===== src/rtl/pipeline_controller.sv =====
// pipeline_controller: in-order IF/ID/EX issue control with a 16-entry scoreboard,
// multi-cycle MUL sequencing, branch flush and HALT parking.
module pipeline_controller #(
    parameter logic [3:0] MUL_OPCODE    = 4'hE,
    parameter int         MUL_LATENCY   = 4,
    parameter logic [3:0] NOP_OPCODE    = 4'h0,
    parameter logic [3:0] HALT_OPCODE   = 4'hF,
    parameter logic [3:0] BRANCH_OPCODE = 4'hC,
    parameter logic [3:0] STORE_OPCODE  = 4'hB
) (
    input  logic        clk,
    input  logic        rst,
    input  logic        id_valid,
    input  logic [3:0]  id_opcode,
    input  logic [3:0]  id_reg1,
    input  logic [3:0]  id_reg2,
    input  logic [3:0]  id_dest,
    input  logic        wb_valid,
    input  logic [3:0]  wb_reg,
    input  logic        ex_branch_taken,
    output logic        issue,
    output logic        stall,
    output logic        flush,
    output logic        mul_busy,
    output logic        mul_done,
    output logic        halted,
    output logic [15:0] pending
);
    typedef enum logic [1:0] {RUN, MUL_BUSY, HALTED} state_t;

    state_t      state_q, state_d;
    logic [3:0]  cnt_q, cnt_d;
    logic [15:0] pending_q, pending_d;
    logic [15:0] wb_mask, eff;
    logic        src_used, has_dest, hazard;
    logic        issue_c, stall_c, flush_c, busy_c, done_c, halted_c;

    assign src_used = !(id_opcode == NOP_OPCODE || id_opcode == HALT_OPCODE);
    assign has_dest = src_used && !(id_opcode == BRANCH_OPCODE || id_opcode == STORE_OPCODE);
    assign wb_mask  = wb_valid ? (16'b1 << wb_reg) : 16'b0;
    assign eff      = pending_q & ~wb_mask;
    assign hazard   = src_used && (eff[id_reg1] || eff[id_reg2] || (has_dest && eff[id_dest]));

    always_comb begin
        state_d  = state_q;
        cnt_d    = cnt_q;
        issue_c  = 1'b0;
        stall_c  = 1'b0;
        flush_c  = 1'b0;
        busy_c   = 1'b0;
        done_c   = 1'b0;
        halted_c = 1'b0;
        case (state_q)
            RUN: begin
                if (ex_branch_taken) begin
                    flush_c = 1'b1;
                end else if (id_valid) begin
                    if (hazard) begin
                        stall_c = 1'b1;
                    end else if (id_opcode == HALT_OPCODE) begin
                        // a same-cycle writeback of the last outstanding register lets HALT go now
                        issue_c = (eff == 16'b0);
                        stall_c = (eff != 16'b0);
                        state_d = (eff == 16'b0) ? HALTED : RUN;
                    end else begin
                        issue_c = 1'b1;
                        if (id_opcode == MUL_OPCODE) begin
                            cnt_d   = 4'(MUL_LATENCY - 1);
                            state_d = MUL_BUSY;
                        end
                    end
                end
            end
            MUL_BUSY: begin
                busy_c  = 1'b1;
                stall_c = 1'b1;
                done_c  = (cnt_q == 4'd0);
                cnt_d   = (cnt_q == 4'd0) ? 4'd0 : cnt_q - 4'd1;
                state_d = (cnt_q == 4'd0) ? RUN : MUL_BUSY;
            end
            HALTED: begin
                halted_c = 1'b1;
                stall_c  = 1'b1;
            end
            default: state_d = RUN;
        endcase
        pending_d = eff | ((issue_c && has_dest) ? (16'b1 << id_dest) : 16'b0);
    end

    always_ff @(posedge clk or negedge rst) begin
        if (!rst) begin
            state_q   <= RUN;
            cnt_q     <= 4'd0;
            pending_q <= 16'b0;
        end else begin
            state_q   <= state_d;
            cnt_q     <= cnt_d;
            pending_q <= pending_d;
        end
    end

    // outputs are forced low for the whole time reset is held, not just after the next edge
    assign issue    = rst & issue_c;
    assign stall    = rst & stall_c;
    assign flush    = rst & flush_c;
    assign mul_busy = rst & busy_c;
    assign mul_done = rst & done_c;
    assign halted   = rst & halted_c;
    assign pending  = pending_q;
endmodule


===== config.mk =====
export PLATFORM = sky130hd
export DESIGN_NAME = pipeline_controller
export DESIGN_NICKNAME = d
export VERILOG_FILES = /design/src/rtl/pipeline_controller.sv
export SDC_FILE = /design/constraint.sdc
export NUM_CORES = 1
export LEC_CHECK = 0
export CORE_ASPECT_RATIO = 1.25
export CORE_MARGIN = 1
export CORE_UTILIZATION = 33
export DETAILED_ROUTE_END_ITERATION = 7
export GPL_TIMING_DRIVEN = 1
export HOLD_SLACK_MARGIN = 0.12
export PLACE_DENSITY = 0.67
export SLEW_MARGIN = 20
export SYNTH_ARGS = -nofsm -noshare
export SYNTH_HDL_FRONTEND = slang
export SYNTH_SLANG_ARGS = --single-unit

===== constraint.sdc =====
create_clock -name clk -period 3.1 [get_ports clk]
set_clock_uncertainty 0.05 [all_clocks]
set_input_delay 0.62 -clock clk [delete_from_list [all_inputs] [get_ports clk]]
set_output_delay 0.62 -clock clk [all_outputs]
set_load 0.01 [all_outputs]

# Word level (Yosys, flattened, before mapping)
# Cells that the tools add are included.
# Widths: inputs -> output; s select.
# op_classes
add_sub_neg	1
mux	38
shift	2
bitwise_logic	10
n_lt_le_gt_ge	3
n_reduce_logical	19
eq_ne	12
# ops
op	count
$mux 16	2
$shl 1x4->16 const A	2
$mux 4	6
$mux 1	18
$and 16x16->16	1
$eq 4x4->1 const B	4
$logic_not 16->1	1
$not 16->16	1
$or 16x16->16	1
$reduce_bool 16->1	1
$lt 4x5->1 const B	3
$bmux 1 s4	3
$mux 2	6
$ne 2x2->1 const B	5
$logic_not 4->1	2
$pmux 4 s2	1
$and 1x1->1	6
$pmux 2 s3	1
$reduce_and 6->1	1
$reduce_and 5->1	1
$logic_and 1x1->1	4
$logic_or 1x1->1	4
$sub 4x1->4 const B	1
$ne 3x3->1 const B	1
8 further kinds	9
# word_totals
ff_bits	22
word_cells	88
output_inout_bits	22

# Logic depth before layout (Yosys ltp)
# depth
depth_word	16
mapped_depth	9
mapped_depth_nobuf	8

# Worst setup path after synthesis
# Ideal clock, no wire load.
# synth_path
path_kind	input port to output port
start	input wb_reg[0]
end	output stall
setup_slack_ns	-0.147
required_time_ns	2.430
path_stages	9
arrival_ns	2.577
cell_sequence	buf_4 > nand3b_4 > o21ai_1 > mux4_1 > mux2i_1 > mux2i_4 > a31oi_4 > nor3_2 > nor4b_2
# synth_between
elab_chain_len	14
elab_cells_between_ends	21
classes_between	shift: 1; mux: 12; bitwise: 3; reduce/logical: 5
# synth_rtl
item	line_no	source
start: declaration	19	input logic [3:0] wb_reg,
$shl 1x4->16 *	40	assign wb_mask = wb_valid ? (16'b1 << wb_reg) : 16'b0;
$mux 16 *	40	
$not 16->16 *	41	assign eff = pending_q & ~wb_mask;
$and 16x16->16 *	41	
$bmux 1 s4	42	assign hazard = src_used && (eff[id_reg1] || eff[id_reg2] || (has_dest && eff[id_dest]));
$mux 1 (implied by the code)	42	
$logic_or 1x1->1 / $logic_and 1x1->1 (equally long branches)	42	
$logic_or 1x1->1	42	
$logic_and 1x1->1	42	
$mux 1 *	58	if (hazard) begin
$mux 1 *	57	end else if (id_valid) begin
$mux 1 *	55	if (ex_branch_taken) begin
$pmux 1 s2 *	53	case (state_q)
$and 1x1->1 *	104	assign stall = rst & stall_c;
end: declaration	22	output logic stall,
# Every way passes the cells marked *; elsewhere a longest branch is shown, timed or not. The select of a mux whose other input is x is not followed.

# Final worst setup path
# layout_path
start	input wb_reg[1]
end	output issue
# layout_between
elab_chain_len	14
elab_cells_between_ends	21
classes_between	shift: 1; mux: 12; bitwise: 3; reduce/logical: 5
# layout_rtl
item	line_no	source
$shl 1x4->16 *	40	
$mux 16 *	40	
$not 16->16 *	41	
$and 16x16->16 *	41	
$bmux 1 s4	42	
$mux 1 (implied by the code)	42	
$logic_or 1x1->1 / $logic_and 1x1->1 (equally long branches)	42	
$logic_or 1x1->1	42	
$logic_and 1x1->1	42	
$mux 1 *	58	
$mux 1 *	57	
$mux 1 *	55	
$mux 1 *	53	
$and 1x1->1 *	103	assign issue = rst & issue_c;
end: declaration	21	output logic issue,
# Marks and branches as above.

==> flow_summary.json <==
{
  "status": "finished, violations left",
  "violations": "DRC, setup timing",
  "routed_wl_um": 6920,
  "pwr-share-comb": 0.606,
  "rsz0062_at_grt": "yes",
  "drc": 10,
  "p_sw_mw": 0.628,
  "crit_arrival_ns": 2.62,
  "grt_max_degree": 17,
  "synth_edf_count": 0,
  "fin_crit_sh": 1.06,
  "final-setup-viol-count": 2,
  "cp_max_fo": 6,
  "slew_violations": 0,
  "drt.antenna.violating_nets": 0,
  "synthesis.area_mm2": 0.00194,
  "ys_seq_area_frac": 0.283,
  "syn_area_per_cell_um2": 8.96,
  "worstSkewPairLatency_ns": 0.26,
  "syn-num-nets": 246,
  "finalPower_mw": 1.61,
  "place_area_mm2": 0.00303,
  "cp-start-kind": "input port",
  "clock.fmax_mhz": 304,
  "grt_usage": 0.226,
  "synth-seq-cells": 22,
  "core_region_area_mm2": 0.00556,
  "hold_violations": 0,
  "pre_cts_ws_ns": -1.13,
  "diodes": 0,
  "switching_share": 0.391,
  "async_flop_share": 1.00,
  "ioPinCount": 47,
  "end_kind": "output pin",
  "cp.required_ns": 2.43,
  "setup_tns_ns": -0.366,
  "drv_cap": 0,
  "root_buffer": "clkbuf_8",
  "clk_pin_slew_ns": 0.08,
  "place.gp.congestion": 0.988,
  "cts.sinks": 22,
  "stdcell_count": 404,
  "synth_top_flop_cell": "dfrtp_1",
  "cts_buffers": 3,
  "synth_cell_types": 55,
  "relSlewSlack": 0.780,
  "die_x_um": 70.7,
  "io_buffers": 46,
  "fp.dieH_um": 87.8,
  "die_area_mm2": 0.00620,
  "antenna_found_initial": 0,
  "post-route-min-period_ns": 3.29,
  "cts_hold_buf": 0,
  "cellPowerDensity_mw_per_mm2": 487,
  "dp_hpwl_um": 5260,
  "yosys_warnings": 0,
  "final_util": 0.593,
  "layout_common_cells": "79 x buf_4, 33 x clkdlybuf4s50_1, 22 x dfrtp_1",
  "avgViaCountPerCell": 5.81,
  "vias": 2346,
  "fill_cells": 470,
  "grt_pass1_wl_um": 10900,
  "min_path_type": "reg2reg",
  "gr-total-overflow": 0,
  "p_leak_nw": 1.39,
  "area_growth_pct": 69.6,
  "nNetsFinal": 370,
  "wl_per_cell_um": 17.1,
  "synth_top_area_share": 0.283,
  "grt_pass1_vias": 2347,
  "final_common_cell": "buf_4",
  "htreeDepth": 1,
  "dpl.cell_count": 390,
  "drt-initial-drc-count": 128,
  "dr.pass1.iters": 7,
  "synth_top_cell_by_area": "dfrtp_1",
  "tritoncts": "yes",
  "setup_slack_ns": -0.194,
  "initial_utilization": 0.350,
  "synthTopCellsByArea": "dfrtp_1 28%, mux4_1 4.1%, nand4_1 3.9%",
  "syn_inst": 217,
  "rows": 30,
  "layout-drive-gt1-share": 0.400,
  "sequentialPowerShare": 0.265,
  "internal-power_mw": 0.977,
  "cts_buffer_depth": 2,
  "fin_area_mm2": 0.00330,
  "worstMarginPinSlew_ns": 0.328,
  "clkPwrFrac": 0.129,
  "critPathKind": "in2out",
  "ir_drop_mv": 0.291,
  "hold-worst-slack_ns": 0.547
}
[cells in the mapped netlist, types with 3 or more instances]
library cell  count
a21oi_1           7
and2_1            3
clkbuf_1          7
dfrtp_1          22
ha_1              4
inv_1             5
mux2i_1           7
mux4_1            3
mux4_2            3
nand2_1          15
nand2b_1          7
nand3_1           9
nand3b_1          4
nand4_1          12
nor2_1           17
nor2b_1           4
nor3_1            8
o2111ai_1         4
o21ai_0          11
o21ai_1          10
o31ai_1           8
o31ai_2           3
o41ai_1           3
[area by class of cell]
cell class / instances / area (µm²) / share of cell area
Clock buffer: 4 / 55.1 / 0.0167
Timing Repair Buffer: 130 / 1110 / 0.337
Tap cell: 64 / 80.1 / 0.0243
Multi-Input combinational cell: 179 / 1480 / 0.450
Sequential cell: 22 / 551 / 0.167
Inverter: 5 / 18.8 / 0.00569
[cell families (layout without fill, tap and decap cells)]
kind of cell / Yosys count / count (layout) / share of synthesized area
simple gates: 96 / 96 / 0.286
compound gates: 65 / 65 / 0.247
flops: 22 / 22 / 0.283
buf+inv: 16 / 139 / 0.0348
mux: 14 / 14 / 0.123
fa+ha+maj: 4 / 4 / 0.0257
[timing repair]
action | in CTS | in global routing
resized for setup | 66 | 10
setup endpoints to repair | 3 | 2
hold endpoints to repair | 0 | 0
buffers inserted | 7 | 3
pin swaps | 12 | 11
[layer usage]
layer,routed length [µm],global-route usage,vias to the layer above
met4,229,0.116,0
met2,3580,0.416,113
met1,2690,0.252,1110
met3,419,0.0403,25
met5,0,0,-
li1,-,-,1098
[power by group through the flow]
stage | combinational (mW) | clock [mW] | sequential, mW
finish | 0.973 | 0.207 | 0.425
global route | 1.04 | 0.225 | 0.432
CTS | 0.939 | 0.212 | 0.423
detailed placement | 0.895 | 0 | 0.418
global placement | 0.882 | 0 | 0.418
floorplan | 0.413 | 0 | 0.432
[sequential cells by signal, indices dropped and copies added (netlist names)]
name,flops
cnt_q,4
pending,16
state_q,2
[worst paths after layout]
path	cells after the start	slack, ns	to	from
worst min register to register	1	0.55	cnt_q[3]	cnt_q[3]
worst max register to register	10	0.68	state_q[0]	pending[15]
min in group asynchronous	1	0.56	state_q[0]	rst
worst max-delay path	11	-0.19	issue	wb_reg[1]
worst min-delay path	1	0.55	cnt_q[3]	cnt_q[3]
max in group asynchronous	2	1.92	pending[11]	rst
[worst max-delay path, cell delays in order]
cell,delay [ns]
buf_8,0.11
or2_4,0.26
buf_6,0.12
o31ai_4,0.34
mux4_2,0.32
mux2i_4,0.07
mux2i_4,0.19
a31oi_4,0.13
nor3_2,0.19
and2_1,0.15
buf_2,0.13
Power figures use the tool's default switching activity.
